[config.mk]
export PLATFORM = sky130hd
export DESIGN_NAME = conv_frame_ctrl_flat
export DESIGN_NICKNAME = d
export VERILOG_FILES = /design/src/rtl/conv_frame_ctrl_if.sv /design/src/rtl/conv_frame_ctrl.sv /design/src/flat_wrapper.sv
export SDC_FILE = /design/constraint.sdc
export NUM_CORES = 1
export LEC_CHECK = 0
export ABC_AREA = 1
export CAP_MARGIN = 5
export CORE_ASPECT_RATIO = 0.8
export CORE_UTILIZATION = 55
export CTS_CLUSTER_SIZE = 28
export DETAILED_ROUTE_END_ITERATION = 12
export PLACE_DENSITY = 0.78
export SYNTH_ARGS = -nofsm -noshare
export SYNTH_HDL_FRONTEND = slang
export SYNTH_SLANG_ARGS = --single-unit
[constraint.sdc]
create_clock -name clk -period 3.2 [get_ports clk]
set_input_delay 0.64 -clock clk [delete_from_list [all_inputs] [get_ports clk]]
set_output_delay 0.64 -clock clk [all_outputs]
set_load 0.05 [all_outputs]
[src/rtl/conv_frame_ctrl_if.sv]
// conv_frame_ctrl_if: geometry, stream handshake, border masks and status of the convolution frame controller
interface conv_frame_ctrl_if #(
    parameter int KERNEL_DIAMETER_N = 5,
    parameter int IMG_W_MAX = 1920,
    parameter int IMG_H_MAX = 1080
);
    localparam int R = (KERNEL_DIAMETER_N - 1) / 2;
    localparam int X_W = $clog2(IMG_W_MAX + 1);
    localparam int Y_W = $clog2(IMG_H_MAX + 1);
    logic [X_W-1:0] cfg_width;
    logic [Y_W-1:0] cfg_height;
    logic s_tvalid, s_tuser, s_tlast, s_tready;
    logic m_tready, adv, pad, m_tvalid, m_tuser, m_tlast;
    logic [R-1:0] top_mask, bot_mask, lft_mask, rgt_mask;
    logic busy, err_cfg, err_sync;
    modport master(
        output cfg_width, cfg_height, s_tvalid, s_tuser, s_tlast, m_tready,
        input s_tready, adv, pad, m_tvalid, m_tuser, m_tlast,
        input top_mask, bot_mask, lft_mask, rgt_mask, busy, err_cfg, err_sync
    );
    modport slave(
        input cfg_width, cfg_height, s_tvalid, s_tuser, s_tlast, m_tready,
        output s_tready, adv, pad, m_tvalid, m_tuser, m_tlast,
        output top_mask, bot_mask, lft_mask, rgt_mask, busy, err_cfg, err_sync
    );
endinterface

[src/rtl/conv_frame_ctrl.sv]
// conv_frame_ctrl: frame scheduler for the streaming convolution datapath (fill, paired run, padded drain, border masks)
module conv_frame_ctrl #(
    parameter int KERNEL_DIAMETER_N = 5,
    parameter int IMG_W_MAX = 1920,
    parameter int IMG_H_MAX = 1080
) (
    input logic clk,
    input logic arst,
    conv_frame_ctrl_if.slave bus
);
    localparam int R = (KERNEL_DIAMETER_N - 1) / 2;
    localparam int X_W = $clog2(IMG_W_MAX + 1);
    localparam int Y_W = $clog2(IMG_H_MAX + 1);
    typedef enum logic [1:0] {IDLE, FILL, RUN, DRAIN} state_t;
    state_t state;
    logic [X_W-1:0] w, ix, ox;
    logic [Y_W-1:0] h, iy, oy;
    logic legal, ready, valid, advance, in_acc, out_hs, sof, ix_last, ox_last;
    logic [R-1:0] top, bot, lft, rgt;
    assign legal = 32'(bus.cfg_width) >= KERNEL_DIAMETER_N && 32'(bus.cfg_width) <= IMG_W_MAX &&
                   32'(bus.cfg_height) >= KERNEL_DIAMETER_N && 32'(bus.cfg_height) <= IMG_H_MAX;
    assign ready = state == IDLE || state == FILL || (state == RUN && bus.m_tready);
    assign valid = state == RUN ? bus.s_tvalid : state == DRAIN;
    assign in_acc = bus.s_tvalid && ready;
    assign out_hs = valid && bus.m_tready;
    assign sof = state == IDLE && in_acc && bus.s_tuser && legal;
    assign advance = sof || (state == FILL && bus.s_tvalid) || (state == RUN && out_hs) || (state == DRAIN && bus.m_tready);
    assign ix_last = ix == w - X_W'(1);
    assign ox_last = ox == w - X_W'(1);
    // everything is forced low while reset is held, even the IDLE-state ready
    assign bus.s_tready = !arst && ready;
    assign bus.adv = !arst && advance;
    assign bus.pad = !arst && state == DRAIN;
    assign bus.m_tvalid = !arst && valid;
    assign bus.m_tuser = !arst && valid && ox == '0 && oy == '0;
    assign bus.m_tlast = !arst && valid && ox_last;
    assign bus.busy = !arst && state != IDLE;
    assign bus.err_cfg = !arst && state == IDLE && in_acc && bus.s_tuser && !legal;
    assign bus.err_sync = !arst && (state == FILL || state == RUN) && in_acc && (bus.s_tlast != ix_last || bus.s_tuser);
    assign bus.top_mask = arst ? '0 : top;
    assign bus.bot_mask = arst ? '0 : bot;
    assign bus.lft_mask = arst ? '0 : lft;
    assign bus.rgt_mask = arst ? '0 : rgt;
    // border masks decoded from the output position of the window centre
    always_comb begin
        top = '0;
        bot = '0;
        lft = '0;
        rgt = '0;
        for (int i = 0; i < R; i++) begin
            top[i] = 32'(oy) < i + 1;
            bot[i] = 32'(oy) + i + 1 >= 32'(h);
            lft[i] = 32'(ox) < i + 1;
            rgt[i] = 32'(ox) + i + 1 >= 32'(w);
        end
    end
    // frame schedule and position counters; the lag of R*W+R beats ends at input (x=R-1, y=R)
    always_ff @(posedge clk or posedge arst) begin
        if (arst) begin
            state <= IDLE;
            w <= '0;
            h <= '0;
            ix <= '0;
            iy <= '0;
            ox <= '0;
            oy <= '0;
        end else begin
            case (state)
                IDLE: if (sof) begin
                    state <= FILL;
                    w <= bus.cfg_width;
                    h <= bus.cfg_height;
                    ix <= X_W'(1);
                    iy <= '0;
                    ox <= '0;
                    oy <= '0;
                end
                FILL, RUN: begin
                    if (in_acc) begin
                        ix <= ix_last ? '0 : ix + X_W'(1);
                        iy <= iy + Y_W'(ix_last);
                    end
                    if (out_hs) begin
                        ox <= ox_last ? '0 : ox + X_W'(1);
                        oy <= oy + Y_W'(ox_last);
                    end
                    if (state == FILL && in_acc && 32'(ix) == R - 1 && 32'(iy) == R) state <= RUN;
                    if (state == RUN && in_acc && ix_last && iy == h - Y_W'(1)) state <= DRAIN;
                end
                DRAIN: if (out_hs) begin
                    if (ox_last && oy == h - Y_W'(1)) begin
                        state <= IDLE;
                        ox <= '0;
                        oy <= '0;
                    end else begin
                        ox <= ox_last ? '0 : ox + X_W'(1);
                        oy <= oy + Y_W'(ox_last);
                    end
                end
            endcase
        end
    end
endmodule

[src/flat_wrapper.sv]
// flat-port wrapper written by rule: the top's interface ports become plain ports
module conv_frame_ctrl_flat 
#(
    parameter int KERNEL_DIAMETER_N = 5,
    parameter int IMG_W_MAX = 1920,
    parameter int IMG_H_MAX = 1080
)
  (clk, arst, bus_cfg_width, bus_cfg_height, bus_s_tvalid, bus_s_tuser, bus_s_tlast, bus_m_tready, bus_s_tready, bus_adv, bus_pad, bus_m_tvalid, bus_m_tuser, bus_m_tlast, bus_top_mask, bus_bot_mask, bus_lft_mask, bus_rgt_mask, bus_busy, bus_err_cfg, bus_err_sync);
  conv_frame_ctrl_if #(.KERNEL_DIAMETER_N(KERNEL_DIAMETER_N), .IMG_W_MAX(IMG_W_MAX), .IMG_H_MAX(IMG_H_MAX)) bus_i ();
  input logic clk;
  input logic arst;
  input wire logic [$bits(bus_i.cfg_width)-1:0] bus_cfg_width;
  input wire logic [$bits(bus_i.cfg_height)-1:0] bus_cfg_height;
  input wire logic [$bits(bus_i.s_tvalid)-1:0] bus_s_tvalid;
  input wire logic [$bits(bus_i.s_tuser)-1:0] bus_s_tuser;
  input wire logic [$bits(bus_i.s_tlast)-1:0] bus_s_tlast;
  input wire logic [$bits(bus_i.m_tready)-1:0] bus_m_tready;
  output wire logic [$bits(bus_i.s_tready)-1:0] bus_s_tready;
  output wire logic [$bits(bus_i.adv)-1:0] bus_adv;
  output wire logic [$bits(bus_i.pad)-1:0] bus_pad;
  output wire logic [$bits(bus_i.m_tvalid)-1:0] bus_m_tvalid;
  output wire logic [$bits(bus_i.m_tuser)-1:0] bus_m_tuser;
  output wire logic [$bits(bus_i.m_tlast)-1:0] bus_m_tlast;
  output wire logic [$bits(bus_i.top_mask)-1:0] bus_top_mask;
  output wire logic [$bits(bus_i.bot_mask)-1:0] bus_bot_mask;
  output wire logic [$bits(bus_i.lft_mask)-1:0] bus_lft_mask;
  output wire logic [$bits(bus_i.rgt_mask)-1:0] bus_rgt_mask;
  output wire logic [$bits(bus_i.busy)-1:0] bus_busy;
  output wire logic [$bits(bus_i.err_cfg)-1:0] bus_err_cfg;
  output wire logic [$bits(bus_i.err_sync)-1:0] bus_err_sync;
  assign bus_i.cfg_width = bus_cfg_width;
  assign bus_i.cfg_height = bus_cfg_height;
  assign bus_i.s_tvalid = bus_s_tvalid;
  assign bus_i.s_tuser = bus_s_tuser;
  assign bus_i.s_tlast = bus_s_tlast;
  assign bus_i.m_tready = bus_m_tready;
  assign bus_s_tready = bus_i.s_tready;
  assign bus_adv = bus_i.adv;
  assign bus_pad = bus_i.pad;
  assign bus_m_tvalid = bus_i.m_tvalid;
  assign bus_m_tuser = bus_i.m_tuser;
  assign bus_m_tlast = bus_i.m_tlast;
  assign bus_top_mask = bus_i.top_mask;
  assign bus_bot_mask = bus_i.bot_mask;
  assign bus_lft_mask = bus_i.lft_mask;
  assign bus_rgt_mask = bus_i.rgt_mask;
  assign bus_busy = bus_i.busy;
  assign bus_err_cfg = bus_i.err_cfg;
  assign bus_err_sync = bus_i.err_sync;
  conv_frame_ctrl #(.KERNEL_DIAMETER_N(KERNEL_DIAMETER_N), .IMG_W_MAX(IMG_W_MAX), .IMG_H_MAX(IMG_H_MAX)) u_core (.clk(clk), .arst(arst), .bus(bus_i));
endmodule
==> impl_metrics.json, run 1 <==
{
  "grt_max_degree": 72,
  "numCtsBuffers": 9,
  "maxCapViolCount": 0,
  "finClkSkew_ps": 7.09,
  "synth_seq_cells": 68,
  "grtUsageTotal_pct": 34.1,
  "startpoint_type": "flop",
  "syn_nets": 1239,
  "wl_per_cell_um": 17.2,
  "crit_path_frequent_cell": "nand2_1",
  "htreeDepth": 3,
  "antenna_found_initial": 0,
  "cp_slowest_cell": "dfrtp_1",
  "power_per_cell_area_nw_per_um2": 750,
  "io_pins": 45,
  "nets": 1374,
  "setup_tns_ps": -1510,
  "rsz0062_at_grt": "yes",
  "fp.dieW_um": 131,
  "relSlewSlack_pct": 59.9,
  "drt_iter0_markers": 1183,
  "clock_latency_ps": 340,
  "status": "complete, but fails checks",
  "min_path_type": "reg2reg",
  "synth.top_cell.area_share_pct": 23.1,
  "mappedNetlistArea_sq_um": 7360,
  "setup_viol": 4,
  "cp_cell_sequence": "ha_2, nand3_1, nor2_4, nand3_1, o21ai_1, nand2_1, nor2_1, nand2_1, xor2_1, inv_1, ha_4, nand2_1, inv_1, nand2_1, nand2_1, nand2_2, a21oi_4, buf_12",
  "cp-end-kind": "output pin",
  "peakVddDrop_mv": 0.474,
  "die_height_um": 106,
  "drc": 0,
  "slew_viol_final": 0,
  "synth_most_common_cell": "nand2_1",
  "num_vias": 8551,
  "r2r-start": "u_core.ox[0]",
  "cp_max_fo": 4,
  "port_buffers": 44,
  "hpwl_um": 18000,
  "fin_ws_ps": -522,
  "synth_area_per_cell_sq_um": 6.42,
  "crit_type": "reg2out",
  "grt-ovfl-total": 0,
  "worstHoldStart": "u_core.h[8]",
  "yosys-top-cells-area": "dfrtp_1 23%, nand2_1 16%, ha_1 11%",
  "antenna_cells": 0,
  "async_reset_ff_share_pct": 100,
  "hold_slack_ps": 541,
  "cts_hold_buf": 0,
  "min_period_ps": 3720,
  "clock_path_buffers": 2,
  "syn_to_final_growth_pct": 32.5,
  "place_congestion": 0.985,
  "synth_cells": 1148,
  "dieArea_sq_um": 13900,
  "clk_pin_slew_ps": 60,
  "grt_pass1_wl_um": 37400,
  "initial_core_util_pct": 56.8,
  "dr.pass1.iters": 7,
  "cts.sinks": 68,
  "root_buffer": "clkbuf_16",
  "fin_crit_sh_pct": 116,
  "finalHoldViolCount": 0,
  "fmax_mhz": 269,
  "cp.required_ps": 2560,
  "ys.warnings.count": 0,
  "vias_per_cell": 5.84,
  "arrival_ps": 3080,
  "ant_nets": 0,
  "synth_cell_types": 46,
  "worst_pin_slew_ps": 595,
  "core-area_sq_um": 13000,
  "synthTopCellsByCount": "315 x nand2_1, 168 x inv_1, 124 x nand3_1",
  "synth-seq-area-share_pct": 23.1,
  "p_leak_uw": 0.00494,
  "crit_start": "u_core.ox[1]",
  "grt_pass1_vias": 7362,
  "synth_ff_type": "dfrtp_1",
  "row_count": 37,
  "cts_tree": "done",
  "slowest_delay_ps": 410,
  "routed_wl_um": 25200,
  "synth_edf_count": 0,
  "drive_above_1_share_pct": 23.5,
  "yosys.area.top_type": "dfrtp_1",
  "violations": "negative setup slack"
}
-- layout by cell type (no fill, tap or decap), drive strengths merged, types with 26 or more instances in the layout --
master | synthesis | final
a21oi | 32 | 32
buf | 11 | 122
clkdlybuf4s50 | 0 | 27
dfrtp | 68 | 68
ha | 63 | 63
inv | 174 | 175
nand2 | 328 | 328
nand3 | 136 | 136
nor2 | 123 | 123
nor3 | 26 | 26
o21ai | 56 | 56
xor2 | 36 | 36
-- layer usage --
layer	vias to the layer above	track usage, %	part of all wire (%)
met5	-	0	0
met4	0	8.22	2.2
met3	68	7.84	12
met2	552	48.9	42
met1	3920	51.1	44
li1	4011	-	-
-- cells by family after synthesis --
group                    share of synthesized area [%]
AND/OR/NAND/NOR                                   40.4
buffers and inverters                             10.5
AO/OA/AOI/OAI                                     9.92
flip-flops                                        23.1
adder cells (fa/ha/maj)                           10.7
XOR/XNOR                                          5.44
-- timing repair --
| action | 4_1_cts | 5_1_grt |
|---|---|---|
| resized for setup | 35 | 98 |
| setup buffers | 11 | 20 |
| pin swaps | 16 | 57 |
| setup endpoints to repair | 6 | 15 |
-- worst paths after layout --
path	slack, ps	endpoint	cells after the start
min in group asynchronous	800	u_core.ix[3]	3
max in group asynchronous	2070	u_core.oy[0]	3
hold / removal	540	u_core.h[8]	2
setup reg to reg	150	u_core.oy[6]	19
hold reg to reg	540	u_core.h[8]	2
setup / recovery	-520	bus_rgt_mask[1]	18
-- sequential cells by signal, indices dropped and copies added, names as in the netlist --
signal and count:
u_core.h 11, u_core.ix 11, u_core.iy 11, u_core.ox 11
u_core.oy 11, u_core.state 2, u_core.w 11
-- power by group --
part | switching (uW) | internal [uW] | leakage, uW | total, uW
sequential | 289 | 1040 | 0.000891 | 1330
combinational | 3070 | 1650 | 0.00387 | 4720
clock | 421 | 847 | 0.000181 | 1270
total | 3780 | 3540 | 0.00494 | 7320
-- layout make-up --
class	instances	area [sq um]
Multi-Input combinational cell	881	5430
Inverter	174	664
Timing Repair Buffer	149	1360
Clock buffer	9	225
Fill cell	935	3200
Sequential cell	68	1710
Clock inverter	7	146
Tap cell	175	219
-- worst max-delay path: cells and delay by family (launching register included) --
family | cells | cell delay [ps]
simple gates | 10 | 1140
xor+xnor | 1 | 140
buf+inv | 3 | 280
compound gates | 2 | 300
flops | 1 | 410
fa+ha+maj | 2 | 470
-- through the flow --
step	instance area (sq um)	std cells	setup WS (ps)	total power, uW	utilization [%]
2_1_floorplan	7390	1148	-155	4200	-
5_1_grt	9760	1463	-700	7840	75.3
3_5_place_dp	8620	1418	-121	5520	66.5
3_3_place_gp	8620	1418	9.93	5450	66.5
6_report	9760	1463	-522	7320	75.3
4_1_cts	9220	1445	-343	6870	71.1
Note: power is estimated with default switching activity, not from simulation.
==> run 2: changes to the inputs <==
- PLACE_DENSITY: 0.78 -> not set
- PLACE_DENSITY_LB_ADDON: not set -> 0.3
==> run 2 against run 1 <==
Against the previous run:
- the run still ends with negative setup slack left
- die area stayed put
- first-iteration DRC count up 11%
- core utilization is 1.1 points lower
- hold slack better by 14 ps
- register-to-register slack about the same
- total power shrank 4.7%
- routed wire length increased by 1.3%
- critical endpoint unchanged
==> impl_metrics.json, run 2 (synthesis results as in run 1) <==
{
  "setup_viol": 4,
  "fin_cells": 1457,
  "clock_path_buffers": 2,
  "finalHoldViolCount": 0,
  "cp_cell_sequence": "inv_1, nor3_4, xor2_2, inv_2, nor2_2, nand2_1, nor2_1, nand2_1, nor2_2, xor2_1, inv_1, ha_1, nand2_1, inv_1, nand2_1, nand2_1, nand2_2, a21oi_4, buf_12",
  "numCtsBuffers": 9,
  "grt_pass1_wl_um": 38300,
  "antenna_cells": 0,
  "cp.required_ps": 2560,
  "crit_type": "reg2out",
  "relSlewSlack_pct": 58.1,
  "p_leak_uw": 0.00488,
  "violations": "negative setup slack",
  "place_congestion": 0.968,
  "cp_num_buf_inv": 5,
  "clk_pin_slew_ps": 60,
  "place_ws_ps": -89.1,
  "hold-path-endpoint": "u_core.h[9]",
  "min_path_type": "reg2reg",
  "r2r-start": "u_core.ox[0]",
  "multi_input_area_sq_um": 5380,
  "startpoint_type": "flop",
  "dr.pass1.iters": 8,
  "rr_worst_depth": 20,
  "met2_length_um": 10700,
  "power_per_cell_area_nw_per_um2": 725,
  "port_buffers": 44,
  "wl_per_cell_um": 17.5,
  "drt_iter0_markers": 1312,
  "core-area_sq_um": 13000,
  "cts.sinks": 68,
  "cp-end-kind": "output pin",
  "met1_length_um": 10900,
  "root_buffer": "clkbuf_16",
  "dp_cells": 1415,
  "grt_max_degree": 56,
  "status": "complete, but fails checks",
  "row_count": 37,
  "routed_wl_um": 25500,
  "top_layer_used": "met4",
  "fin_ws_ps": -475,
  "cp_max_fo": 4,
  "hpwl_um": 17800,
  "crit_start": "u_core.ox[1]",
  "layout_commonest_cell": "nand2_1",
  "initial_core_util_pct": 56.8,
  "worstHoldStart": "u_core.h[9]",
  "dr_wl_met3_um": 3200,
  "grtUsageTotal_pct": 35.0,
  "reg2reg_slack_ps": 150,
  "peakVddDrop_mv": 0.529,
  "dieArea_sq_um": 13900,
  "grt-ovfl-total": 0,
  "power_uw": 6970,
  "io_pins": 45,
  "nets": 1369,
  "worst_pin_slew_ps": 623,
  "slowest_delay_ps": 420,
  "num_vias": 8653,
  "regArea_sq_um": 1710,
  "fmax_mhz": 272,
  "slew_viol_final": 0,
  "min_period_ps": 3680,
  "fin_crit_sh_pct": 115,
  "r2r_end": "u_core.oy[8]",
  "drc": 0,
  "antenna_found_initial": 0,
  "drive_above_1_share_pct": 22.1,
  "grt_pass1_vias": 7651,
  "fillCellCount": 961,
  "cts_hold_buf": 0,
  "crit_path_frequent_cell": "nand2_1",
  "arrival_ps": 3040,
  "htreeDepth": 3,
  "clock_latency_ps": 340,
  "fp.dieW_um": 131,
  "maxCapViolCount": 0,
  "layout_common_cells": "304 x nand2_1, 159 x inv_1, 119 x nand3_1, 100 x buf_4, 91 x nor2_1",
  "cp_top_family": "simple AND/OR/NAND/NOR gates",
  "syn_to_final_growth_pct": 30.5,
  "rsz0062_at_grt": "yes",
  "finClkSkew_ps": 9.88,
  "ant_nets": 0,
  "hold-path-cell-count": 2,
  "setup_tns_ps": -1430,
  "cts_tree": "done",
  "die_height_um": 106,
  "vias_per_cell": 5.94,
  "cp_slowest_cell": "dfrtp_2"
}
run 2: report_power, final:
group	internal [uW]	switching, uW
combinational	1560	3020
sequential	1040	304
clock	664	382
total	3260	3710
run 2: how the worst max path moves through the flow:
stage	endpoint	depth (start not counted)	slack [ps]
4_1_cts	bus_rgt_mask[1]	20	-310
6_report	bus_rgt_mask[1]	19	-480
3_3_place_gp	bus_bot_mask[1]	15	10
5_1_grt	bus_rgt_mask[1]	19	-720
3_5_place_dp	bus_bot_mask[1]	15	-90
2_1_floorplan	bus_m_tlast	3	-160
run 2: per-layer routing:
layer | vias up | track usage (%)
li1 | 3993 | -
met1 | 3983 | 50.7
met2 | 591 | 51.8
met3 | 86 | 7.55
met4 | 0 | 10.9
met5 | - | 0
run 2: what timing repair did:
action                                  4_1_cts  5_1_grt
endpoints found under the setup margin        6       13
setup buffers                                18       10
pin swaps                                    18       30
gates resized for setup                      58       55
run 2: cell type report:
| class | count | share of cell area (%) |
|---|---|---|
| sequential | 68 | 17.8 |
| timing repair buffer | 144 | 13.9 |
| multi-input combinational | 881 | 55.9 |
| tap | 175 | 2.28 |
| clock buffer | 14 | 2.85 |
| inverter | 174 | 6.91 |
| clock inverter | 1 | 0.312 |
run 2: metrics by stage:
step / cell area, sq um / hold WS (ps) / utilization, %
2_1_floorplan: 7390 / 475 / -
3_3_place_gp: 8610 / 522 / 66.4
3_5_place_dp: 8610 / 538 / 66.4
4_1_cts: 9300 / 551 / 71.7
5_1_grt: 9610 / 576 / 74.2
6_report: 9610 / 556 / 74.2
run 2: worst min-delay path, stage by stage (launching register included):
cell	delay (ps)
dfrtp_1	400
nand2_1	60
o21ai_0	60
==> run 3: changes to the inputs <==
- CORE_MARGIN: not set -> 2
- SETUP_SLACK_MARGIN: not set -> 0.3
==> run 3 against run 2 <==
Against the previous run:
- the run still ends with negative setup slack left
- first-iteration DRC count decreased by 19%
- critical endpoint unchanged
- largest power group unchanged
- critical path depth increased by 1
- sequential power about the same
- clock skew decreased by 1.5 ps
- via count increased by 1.2%
- sequential cell count unchanged
- critical path type unchanged
==> impl_metrics.json, run 3 (synthesis results as in run 1) <==
{
  "hold_slack_ps": 557,
  "power_per_cell_area_nw_per_um2": 724,
  "io_pins": 45,
  "cts_tree": "done",
  "dieArea_sq_um": 14300,
  "layout_commonest_cell": "nand2_1",
  "fmax_mhz": 255,
  "fin_area_sq_um": 9990,
  "drive_above_1_share_pct": 25.5,
  "peakVddDrop_mv": 0.547,
  "rsz0062_at_grt": "yes",
  "p_sw_share_pct": 53.0,
  "hpwl_um": 18800,
  "drt_iter0_markers": 1068,
  "cp_slowest_cell": "dfrtp_2",
  "grt_pass1_vias": 7842,
  "min_path_type": "reg2reg",
  "fin_cells": 1463,
  "grt_max_degree": 45,
  "startpoint_type": "flop",
  "die_height_um": 108,
  "core-area_sq_um": 13000,
  "grtUsageTotal_pct": 36.2,
  "initial_core_util_pct": 56.8,
  "fillCellCount": 945,
  "root_buffer": "clkbuf_16",
  "fin_crit_sh_pct": 123,
  "fin_ws_ps": -727,
  "grt-ovfl-total": 0,
  "min_period_ps": 3930,
  "fp.dieW_um": 133,
  "setup_viol": 4,
  "worst_pin_slew_ps": 541,
  "cp.required_ps": 2560,
  "antenna_cells": 0,
  "cp_cell_sequence": "inv_4, buf_4, ha_4, nand2_1, nor2_1, nand2_2, nor2_4, nand2_2, nor2_4, nand2_1, xor2_1, inv_1, ha_1, nand2_1, inv_1, nand2_1, nand2_1, nand2_2, a21oi_4, buf_12",
  "p_leak_uw": 0.00508,
  "crit_type": "reg2out",
  "grt_pass1_wl_um": 40500,
  "wl_per_cell_um": 19.2,
  "htreeDepth": 3,
  "arrival_ps": 3290,
  "maxCapViolCount": 0,
  "slew_viol_final": 0,
  "pwr-share-clk_pct": 15.8,
  "antenna_found_initial": 0,
  "numCtsBuffers": 9,
  "power_frac_seq_pct": 18.3,
  "pwr-share-comb_pct": 65.9,
  "drc": 0,
  "finClkSkew_ps": 8.42,
  "slowest_delay_ps": 440,
  "clk_pin_slew_ps": 60,
  "violations": "negative setup slack",
  "status": "complete, but fails checks",
  "p_int_uw": 3400,
  "layout_common_cells": "295 x nand2_1, 148 x inv_1, 117 x nand3_1, 98 x buf_4, 89 x nor2_1",
  "vias_per_cell": 5.98,
  "syn_to_final_growth_pct": 35.7,
  "routed_wl_um": 28000,
  "port_buffers": 44,
  "place_congestion": 1.00,
  "ant_nets": 0,
  "dr.pass1.iters": 6,
  "finalHoldViolCount": 0,
  "relSlewSlack_pct": 63.6,
  "dp_cells": 1411,
  "switchingPower_uw": 3840,
  "crit_path_frequent_cell": "nand2_1",
  "cts.sinks": 68,
  "clock_latency_ps": 350,
  "nets": 1374,
  "place_area_sq_um": 8670,
  "num_vias": 8756,
  "clock_path_buffers": 2,
  "row_count": 37,
  "cp-end-kind": "output pin",
  "cp_max_fo": 4
}
run 3: cell count changes in the layout (fill, tap and decap cells not counted), moves of 6 or more:
cell,before,now
nand2_1,304,295
inv_2,11,19
nor2_4,10,17
inv_1,159,148
ha_4,10,16
nand2_4,4,10
ha_1,53,46
run 3: metal layers:
layer,vias up,share of wire (%),GRT usage [%]
li1,3993,-,-
met1,4053,42,52.4
met2,596,42,53.0
met3,114,13,9.42
met4,0,3.8,10.0
met5,-,0,0
run 3: what timing repair did:
action,CTS,global route
endpoints found under the hold margin,0,0
pin swaps,50,41
hold buffers,0,0
buffers inserted,26,10
setup endpoints to repair,14,23
resized for setup,91,76
run 3: worst paths after layout:
kind                               from              end  slack (ps)  cells after the start
max                        u_core.ox[1]  bus_rgt_mask[1]        -730                     20
min                         u_core.h[1]      u_core.h[1]         560                      2
max reg2reg                u_core.ox[0]     u_core.oy[8]         100                     22
min reg2reg                 u_core.h[1]      u_core.h[1]         560                      2
max in group asynchronous          arst     u_core.iy[4]        1860                      3
min in group asynchronous          arst     u_core.iy[0]         670                      2
run 3: final cells by class:
class | count | area (sq um) | area share, %
clock buffers | 12 | 267 | 2.67
clock inverters | 4 | 70.1 | 0.701
inverters | 174 | 674 | 6.75
multi-input cells | 881 | 5640 | 56.5
flip-flops and latches | 68 | 1710 | 17.2
well taps | 175 | 219 | 2.19
repair buffers | 149 | 1410 | 14.1
run 3: power by group through the flow:
stage          Clock (uW)  Combinational (uW)  Sequential [uW]
6_report             1150                4770             1330
3_5_place_dp            0                4170             1300
4_1_cts              1150                4410             1290
5_1_grt              1190                5220             1340
2_1_floorplan           0                2990             1240
3_3_place_gp            0                4090             1300
run 3: critical path, delay by kind of cell, from the launching register on:
family                     cells  cell delay (ps)
AOI/OAI and AO/OA              1              140
xor gates and xnor gates       1              210
adders and majority gates      2              570
buffers and inverters          5              500
DFF                            1              440
and+or+nand+nor               11             1090
run 3: metrics by stage:
step                worst slack (ps)  setup TNS [ps]  util [%]  total power, uW
floorplan                       33.3               0         -             4230
finish                          -727           -2030      77.1             7240
CTS                             -383           -1120      73.7             6850
detailed placement              -102            -184      66.9             5470
global route                    -805           -2490      77.1             7750
global placement                37.0               0      66.9             5400
